==> config.mk <==
export PLATFORM = sky130hd
export DESIGN_NAME = bus_peripheral_flat
export DESIGN_NICKNAME = d
export VERILOG_FILES = /design/src/rtl/bus_peripheral_if.sv /design/src/rtl/bus_peripheral.sv /design/src/flat_wrapper.sv
export SDC_FILE = /design/constraint.sdc
export NUM_CORES = 1
export LEC_CHECK = 0
export ABC_AREA = 1
export CORE_AREA = 2 2 172 174
export CTS_CLUSTER_DIAMETER = 60
export DETAILED_ROUTE_END_ITERATION = 8
export DIE_AREA = 0 0 174 176
export GPL_TIMING_DRIVEN = 0
export PLACE_DENSITY = 0.79
export SLEW_MARGIN = 20
export SYNTH_ARGS = -nofsm -noshare
export SYNTH_HDL_FRONTEND = slang
export SYNTH_SLANG_ARGS = --single-unit
==> constraint.sdc <==
create_clock -name CLK -period 5.05 [get_ports CLK]
set_input_delay 1.2625 -clock CLK [delete_from_list [all_inputs] [get_ports CLK]]
set_output_delay 1.2625 -clock CLK [all_outputs]
set_load 0.02 [all_outputs]
==> src/rtl/bus_peripheral_if.sv <==
`default_nettype none
// ============================================================================
// Module   : bus_peripheral_if
// Purpose  : CPU external data-bus signal bundle (select, direction, address,
//            write data, read data) shared by the CPU side and the responder.
// Revision : 1.0 - initial release
// ============================================================================
interface bus_peripheral_if;
  logic        CS;
  logic        WR_RD;
  logic [31:0] ADDR;
  logic [31:0] Data_BUS_WRITE;
  logic [31:0] Data_BUS_READ;

  modport master (
    output CS,
    output WR_RD,
    output ADDR,
    output Data_BUS_WRITE,
    input  Data_BUS_READ
  );

  modport slave (
    input  CS,
    input  WR_RD,
    input  ADDR,
    input  Data_BUS_WRITE,
    output Data_BUS_READ
  );
endinterface
`default_nettype wire

==> src/rtl/bus_peripheral.sv <==
`default_nettype none
// ============================================================================
// Module   : bus_peripheral
// Purpose  : Zero-wait-state memory-mapped responder: scratch register,
//            mailbox FIFO, compare timer, control/status and an interrupt.
// Revision : 1.0 - initial release
// ============================================================================
module bus_peripheral #(
  parameter int FIFO_DEPTH = 8
) (
  input  logic             CLK,
  input  logic             Rst,
  bus_peripheral_if.slave  bus,
  output logic             IRQ
);

  localparam int PTR_W = $clog2(FIFO_DEPTH);
  localparam int CNT_W = PTR_W + 1;

  localparam logic [5:0] OFF_SCRATCH = 6'd0;
  localparam logic [5:0] OFF_FIFO    = 6'd1;
  localparam logic [5:0] OFF_STATUS  = 6'd2;
  localparam logic [5:0] OFF_CTRL    = 6'd3;
  localparam logic [5:0] OFF_TIMER   = 6'd4;
  localparam logic [5:0] OFF_COMPARE = 6'd5;

  // Architectural state
  logic [31:0]      scratch;
  logic [31:0]      timer;
  logic [31:0]      compare;
  logic [2:0]       ctrl;       // {irq_fifo_en, irq_match_en, timer_en}
  logic             ovf;
  logic             unf;
  logic             match;
  logic [31:0]      mem [FIFO_DEPTH];
  logic [PTR_W-1:0] wr_ptr;
  logic [PTR_W-1:0] rd_ptr;
  logic [CNT_W-1:0] count;

  // Only the word offset is decoded; the remaining address bits are ignored.
  logic [5:0] offset;
  logic       unused_addr;
  assign offset      = bus.ADDR[7:2];
  assign unused_addr = ^{bus.ADDR[31:8], bus.ADDR[1:0]};

  logic acc_wr;
  logic acc_rd;
  assign acc_wr = bus.CS & bus.WR_RD;
  assign acc_rd = bus.CS & ~bus.WR_RD;

  logic wr_scratch, wr_ctrl, wr_timer, wr_compare;
  assign wr_scratch = acc_wr && (offset == OFF_SCRATCH);
  assign wr_ctrl    = acc_wr && (offset == OFF_CTRL);
  assign wr_timer   = acc_wr && (offset == OFF_TIMER);
  assign wr_compare = acc_wr && (offset == OFF_COMPARE);

  // Control-register strobes are never stored.
  logic clear_flags, flush;
  assign clear_flags = wr_ctrl & bus.Data_BUS_WRITE[3];
  assign flush       = wr_ctrl & bus.Data_BUS_WRITE[4];

  // FIFO request decode; a rejected push/pop only raises its sticky flag.
  logic fifo_empty, fifo_full;
  logic push_req, pop_req, do_push, do_pop, ovf_set, unf_set;
  assign fifo_empty = (count == '0);
  assign fifo_full  = (count == CNT_W'(FIFO_DEPTH));
  assign push_req   = acc_wr && (offset == OFF_FIFO);
  assign pop_req    = acc_rd && (offset == OFF_FIFO);
  assign do_push    = push_req & ~fifo_full & ~flush;
  assign do_pop     = pop_req & ~fifo_empty & ~flush;
  assign ovf_set    = push_req & fifo_full;
  assign unf_set    = pop_req & fifo_empty;

  // Timer hit wraps to zero; a bus write to TIMER takes precedence over it.
  logic timer_hit, match_set;
  assign timer_hit = ctrl[0] && (timer == compare);
  assign match_set = timer_hit & ~wr_timer;

  logic [4:0]  count5;
  logic [31:0] status;
  assign count5 = 5'(count);
  assign status = {22'b0, count5, ovf, unf, fifo_full, fifo_empty, match};

  // Combinational read mux: zero unless this cycle is a read access.
  always_comb begin
    bus.Data_BUS_READ = '0;
    if (acc_rd) begin
      case (offset)
        OFF_SCRATCH: bus.Data_BUS_READ = scratch;
        OFF_FIFO:    bus.Data_BUS_READ = fifo_empty ? 32'd0 : mem[rd_ptr];
        OFF_STATUS:  bus.Data_BUS_READ = status;
        OFF_CTRL:    bus.Data_BUS_READ = {29'b0, ctrl};
        OFF_TIMER:   bus.Data_BUS_READ = timer;
        OFF_COMPARE: bus.Data_BUS_READ = compare;
        default:     bus.Data_BUS_READ = '0;
      endcase
    end
  end

  // Plain read/write registers.
  always_ff @(posedge CLK or negedge Rst) begin
    if (!Rst) begin
      scratch <= '0;
      compare <= '0;
      ctrl    <= '0;
    end else begin
      if (wr_scratch) scratch <= bus.Data_BUS_WRITE;
      if (wr_compare) compare <= bus.Data_BUS_WRITE;
      if (wr_ctrl)    ctrl    <= bus.Data_BUS_WRITE[2:0];
    end
  end

  // Mailbox storage; contents need no reset since pointers gate visibility.
  always_ff @(posedge CLK) begin
    if (do_push) mem[wr_ptr] <= bus.Data_BUS_WRITE;
  end

  // Mailbox pointers and occupancy; flush clears everything.
  always_ff @(posedge CLK or negedge Rst) begin
    if (!Rst) begin
      wr_ptr <= '0;
      rd_ptr <= '0;
      count  <= '0;
    end else if (flush) begin
      wr_ptr <= '0;
      rd_ptr <= '0;
      count  <= '0;
    end else if (do_push) begin
      wr_ptr <= wr_ptr + 1'b1;
      count  <= count + 1'b1;
    end else if (do_pop) begin
      rd_ptr <= rd_ptr + 1'b1;
      count  <= count - 1'b1;
    end
  end

  // Free-running compare timer.
  always_ff @(posedge CLK or negedge Rst) begin
    if (!Rst) begin
      timer <= '0;
    end else if (wr_timer) begin
      timer <= bus.Data_BUS_WRITE;
    end else if (timer_hit) begin
      timer <= '0;
    end else if (ctrl[0]) begin
      timer <= timer + 32'd1;
    end
  end

  // Sticky flags: a set event in the clearing cycle still leaves the flag set.
  always_ff @(posedge CLK or negedge Rst) begin
    if (!Rst) begin
      ovf   <= 1'b0;
      unf   <= 1'b0;
      match <= 1'b0;
    end else begin
      ovf   <= (ovf   & ~clear_flags) | ovf_set;
      unf   <= (unf   & ~clear_flags) | unf_set;
      match <= (match & ~clear_flags) | match_set;
    end
  end

  // Interrupt is registered from the state left by the previous edge.
  always_ff @(posedge CLK or negedge Rst) begin
    if (!Rst) begin
      IRQ <= 1'b0;
    end else begin
      IRQ <= (match & ctrl[1]) | (~fifo_empty & ctrl[2]);
    end
  end

endmodule
`default_nettype wire
==> src/flat_wrapper.sv <==
// flat-port wrapper written by rule: the top's interface ports become plain ports
module bus_peripheral_flat 
#(
  parameter int FIFO_DEPTH = 8
)
  (CLK, Rst, IRQ, bus_CS, bus_WR_RD, bus_ADDR, bus_Data_BUS_WRITE, bus_Data_BUS_READ);
  bus_peripheral_if bus_i ();
  input  logic CLK;
  input  logic Rst;
  output logic IRQ;
  input wire logic [$bits(bus_i.CS)-1:0] bus_CS;
  input wire logic [$bits(bus_i.WR_RD)-1:0] bus_WR_RD;
  input wire logic [$bits(bus_i.ADDR)-1:0] bus_ADDR;
  input wire logic [$bits(bus_i.Data_BUS_WRITE)-1:0] bus_Data_BUS_WRITE;
  output wire logic [$bits(bus_i.Data_BUS_READ)-1:0] bus_Data_BUS_READ;
  assign bus_i.CS = bus_CS;
  assign bus_i.WR_RD = bus_WR_RD;
  assign bus_i.ADDR = bus_ADDR;
  assign bus_i.Data_BUS_WRITE = bus_Data_BUS_WRITE;
  assign bus_Data_BUS_READ = bus_i.Data_BUS_READ;
  bus_peripheral #(.FIFO_DEPTH(FIFO_DEPTH)) u_core (.CLK(CLK), .Rst(Rst), .bus(bus_i), .IRQ(IRQ));
endmodule
==> impl_metrics.toml <==
[yosys]
ys_seq_area_share_pct = 62.03
synthCells = 1678
ys_top_cells_by_area = "edfxtp_1 45%, dfrtp_1 17%, nand2_1 5.7%"
syn_area_um2 = 16950
synthDistinctLibCells = 43
yosysTopAreaCellShare_pct = 45.35
syn_area_per_cell_um2 = 10.10
synth_warnings = 0
yosys.area.top_type = "edfxtp_1"
synth.net_count = 1752
synth-seq-cells = 369

[global_routing]
grt_max_degree = 66
overflow = 0
grt_pass1_wl_mm = 78.63
first_global_vias = 13540
grt_usage_pct = 33.96
antenna_found_initial = 2

[timing]
fin_crit_sh_pct = 98.49
skew_ns = 0.005693
timing.fmax_mhz = 201.0
hold_viol_final = 0
setup_viol = 0
slew_violations = 0
max_slew_margin_pct = 51.68
fin_hold_ws_ns = 0.4913
rsz0062_at_grt = "false"
tightest_slew_ns = 0.7248
min_period_ns = 4.974

[clocking]
cts_tree = "yes"
clk_pin_slew_worst_paths_ns = 0.06
clk_latency_ns = 0.52
cts_buffer_depth = 3
clock_sinks = 369
h-tree-depth = 2
ctsRootBufferMaster = "clkbuf_16"
cts-hold-fix-buffers = 0
numCtsBuffers = 38

[place]
numPlacedInstances = 2169
port_buffers = 74
finalWeightedCongestion = 0.9258
dpl.hpwl_mm = 36.83

[die]
start_util_pct = 59.38
core_area_um2 = 28550
ioPinCount = 101
placementRows = 62
dieArea_um2 = 30620
die_h_um = 176
dieWidth_um = 174

[pwr]
power_leakage_uw = 0.007706
power.total_uw = 8225
p_per_area_nw_per_um2 = 415.7
peakVddDrop_uv = 341.6

[worst_setup_path]
critPathMaxStageDelay_ns = 0.66
cp-startpoint = "bus_ADDR[7]"
crit_family = "buffers and inverters"
worstReg2RegStart = "u_core.count[1]"
cp_cell_sequence = "clkdlybuf4s50_1 -> nor2_4 -> nand4_1 -> nor2_4 -> buf_4 -> nand3_1 -> a41oi_2 -> clkdlybuf4s50_1"
cp-end-kind = "primary output"
cp_data_required_time_ns = 3.79
rr_endpoint = "u_core.mem[3][20]"
worstPathArrival_ns = 3.71
path_buf_inv = 3
slowest_stage = "clkdlybuf4s50_1"
reg2regPathDepth = 10
crit_type = "primary input to primary output"
r2r_setup_slack_ns = 2.13
path_max_fanout = 6
worstSetupStartpointType = "primary input"

[finish]
layout-drive-gt1-share_pct = 11.91
nets = 1901
fin_cells = 2239
antennaDiodeCount = 0
area_growth_pct = 16.71

[route]
dr_total_vias = 14130
wl_mm = 51.80
wire_per_inst_um = 23.13
drt_iter0_markers = 2023
drc = 0
drtAntennaViolNets = 0
viasPerCell = 6.312
firstDrtPassIters = 8

[worst_hold_path]
hold_start = "u_core.scratch[14]"
hold_path.class = "flip-flop to flip-flop"
hold_path_depth = 2
min_to = "u_core.scratch[14]"

[run_status]
status = "complete, no violations"

[flow_run]
cap_violations = 0
## per-layer routing
layer  vias up  track usage, %  part of all wire (%)
li1       6174               -                     -
met1      6795           45.98                    38
met2       993           54.81                    47
met3       168           5.663                    11
met4         2           15.06                   4.6
met5         -               0                 0.033
## worst min-delay path: cells and delay by family (launching register included)
family	cells	cell delay [ns]
DFF	1	0.35
AOI/OAI and AO/OA	1	0.06
and+or+nand+nor	1	0.05
## worst max-delay path by stage
| stage | to | slack, ns | cells past startpoint |
|---|---|---|---|
| 6_report | bus_Data_BUS_READ[30] | 0.08 | 8 |
| 5_1_grt | bus_Data_BUS_READ[30] | 0.03 | 8 |
| 4_1_cts | bus_Data_BUS_READ[6] | 0.03 | 8 |
| 3_5_place_dp | bus_Data_BUS_READ[10] | -0.36 | 8 |
| 3_3_place_gp | u_core.mem[2][14] | -2.29 | 8 |
| 2_1_floorplan | u_core.mem[2][0] | 0.25 | 7 |
## where the power goes
part	internal, uW	switching, uW
logic	617	1270
registers	3430	224
clock network	1530	1150
total	5570	2650
## cell families (layout without fill, tap and decap cells)
kind of cell	count (synthesis)	after routing	share of synthesized area, %
buffers and inverters	246	423	5.905
xor gates and xnor gates	34	34	1.757
AOI/OAI and AO/OA	428	428	14.78
DFF	369	369	62.03
and+or+nand+nor	595	595	15.04
adders and majority gates	6	6	0.4872
## state kept, by name, indices dropped and copies added (netlist names)
signal and cells:
u_core.mem 256, u_core.compare 32, u_core.scratch 32, u_core.timer 32, u_core.count 4, u_core.ctrl 3, u_core.rd_ptr 3, u_core.wr_ptr 3
u_core.IRQ 1, u_core.match 1, u_core.ovf 1, u_core.unf 1
## through the flow
stage	worst slack (ns)	util [%]	setup TNS, ns	area, um2
after floorplan	0.2453	-	0	16950
after CTS	0.03338	69.15	0	19740
after global routing	0.02866	69.30	0	19780
final	0.07606	69.30	0	19780
after detailed placement	-0.3640	64.83	-7.621	18510
after global placement	-2.294	63.66	-773.47	18170
## layout make-up
type | count | area, um2
Inverter | 145 | 546.8
Buffer | 101 | 469.2
Multi-Input combinational cell | 1063 | 5538
Clock inverter | 20 | 167.7
Clock buffer | 48 | 1010
Timing Repair Buffer | 109 | 1057
Sequential cell | 369 | 10520
Fill cell | 2161 | 8763
Tap cell | 384 | 480.5
## layout by cell type, fill, tap and decap left out, drive strengths merged, types with 19 or more instances in the layout
cell,n
a21oi,45
a22oi,26
a31oi,31
buf,83
clkbuf,102
clkdlybuf4s50,45
clkinv,21
dfrtp,113
edfxtp,256
inv,140
nand2,263
nand3,63
nor2,223
nor3,19
o21ai,238
o221ai,48
o22ai,20
xor2,26
## repair_timing
action | in CTS | in global routing
resized for setup | 33 | 15
setup endpoints to repair | 32 | 15
setup buffers | 2 | 0
pin swaps | 2 | 0
## cells in the mapped netlist (all sizes together)
cell     number
a41oi         1
nand4         8
o211ai       16
ha            5
o2111ai       1
a21oi        45
nand3        63
o21ai       238
o32ai         2
o22ai        20
xor2         26
edfxtp      256
a31oi        31
dfrtp       113
a22oi        26
fa            1
nor3         19
and2          1
nor2        223
inv         140
clkinv        5
nand3b       13
buf          47
nand2       263
o221ai       48
or2           5
xnor2         8
clkbuf       54
Power figures use the tool's default switching activity.
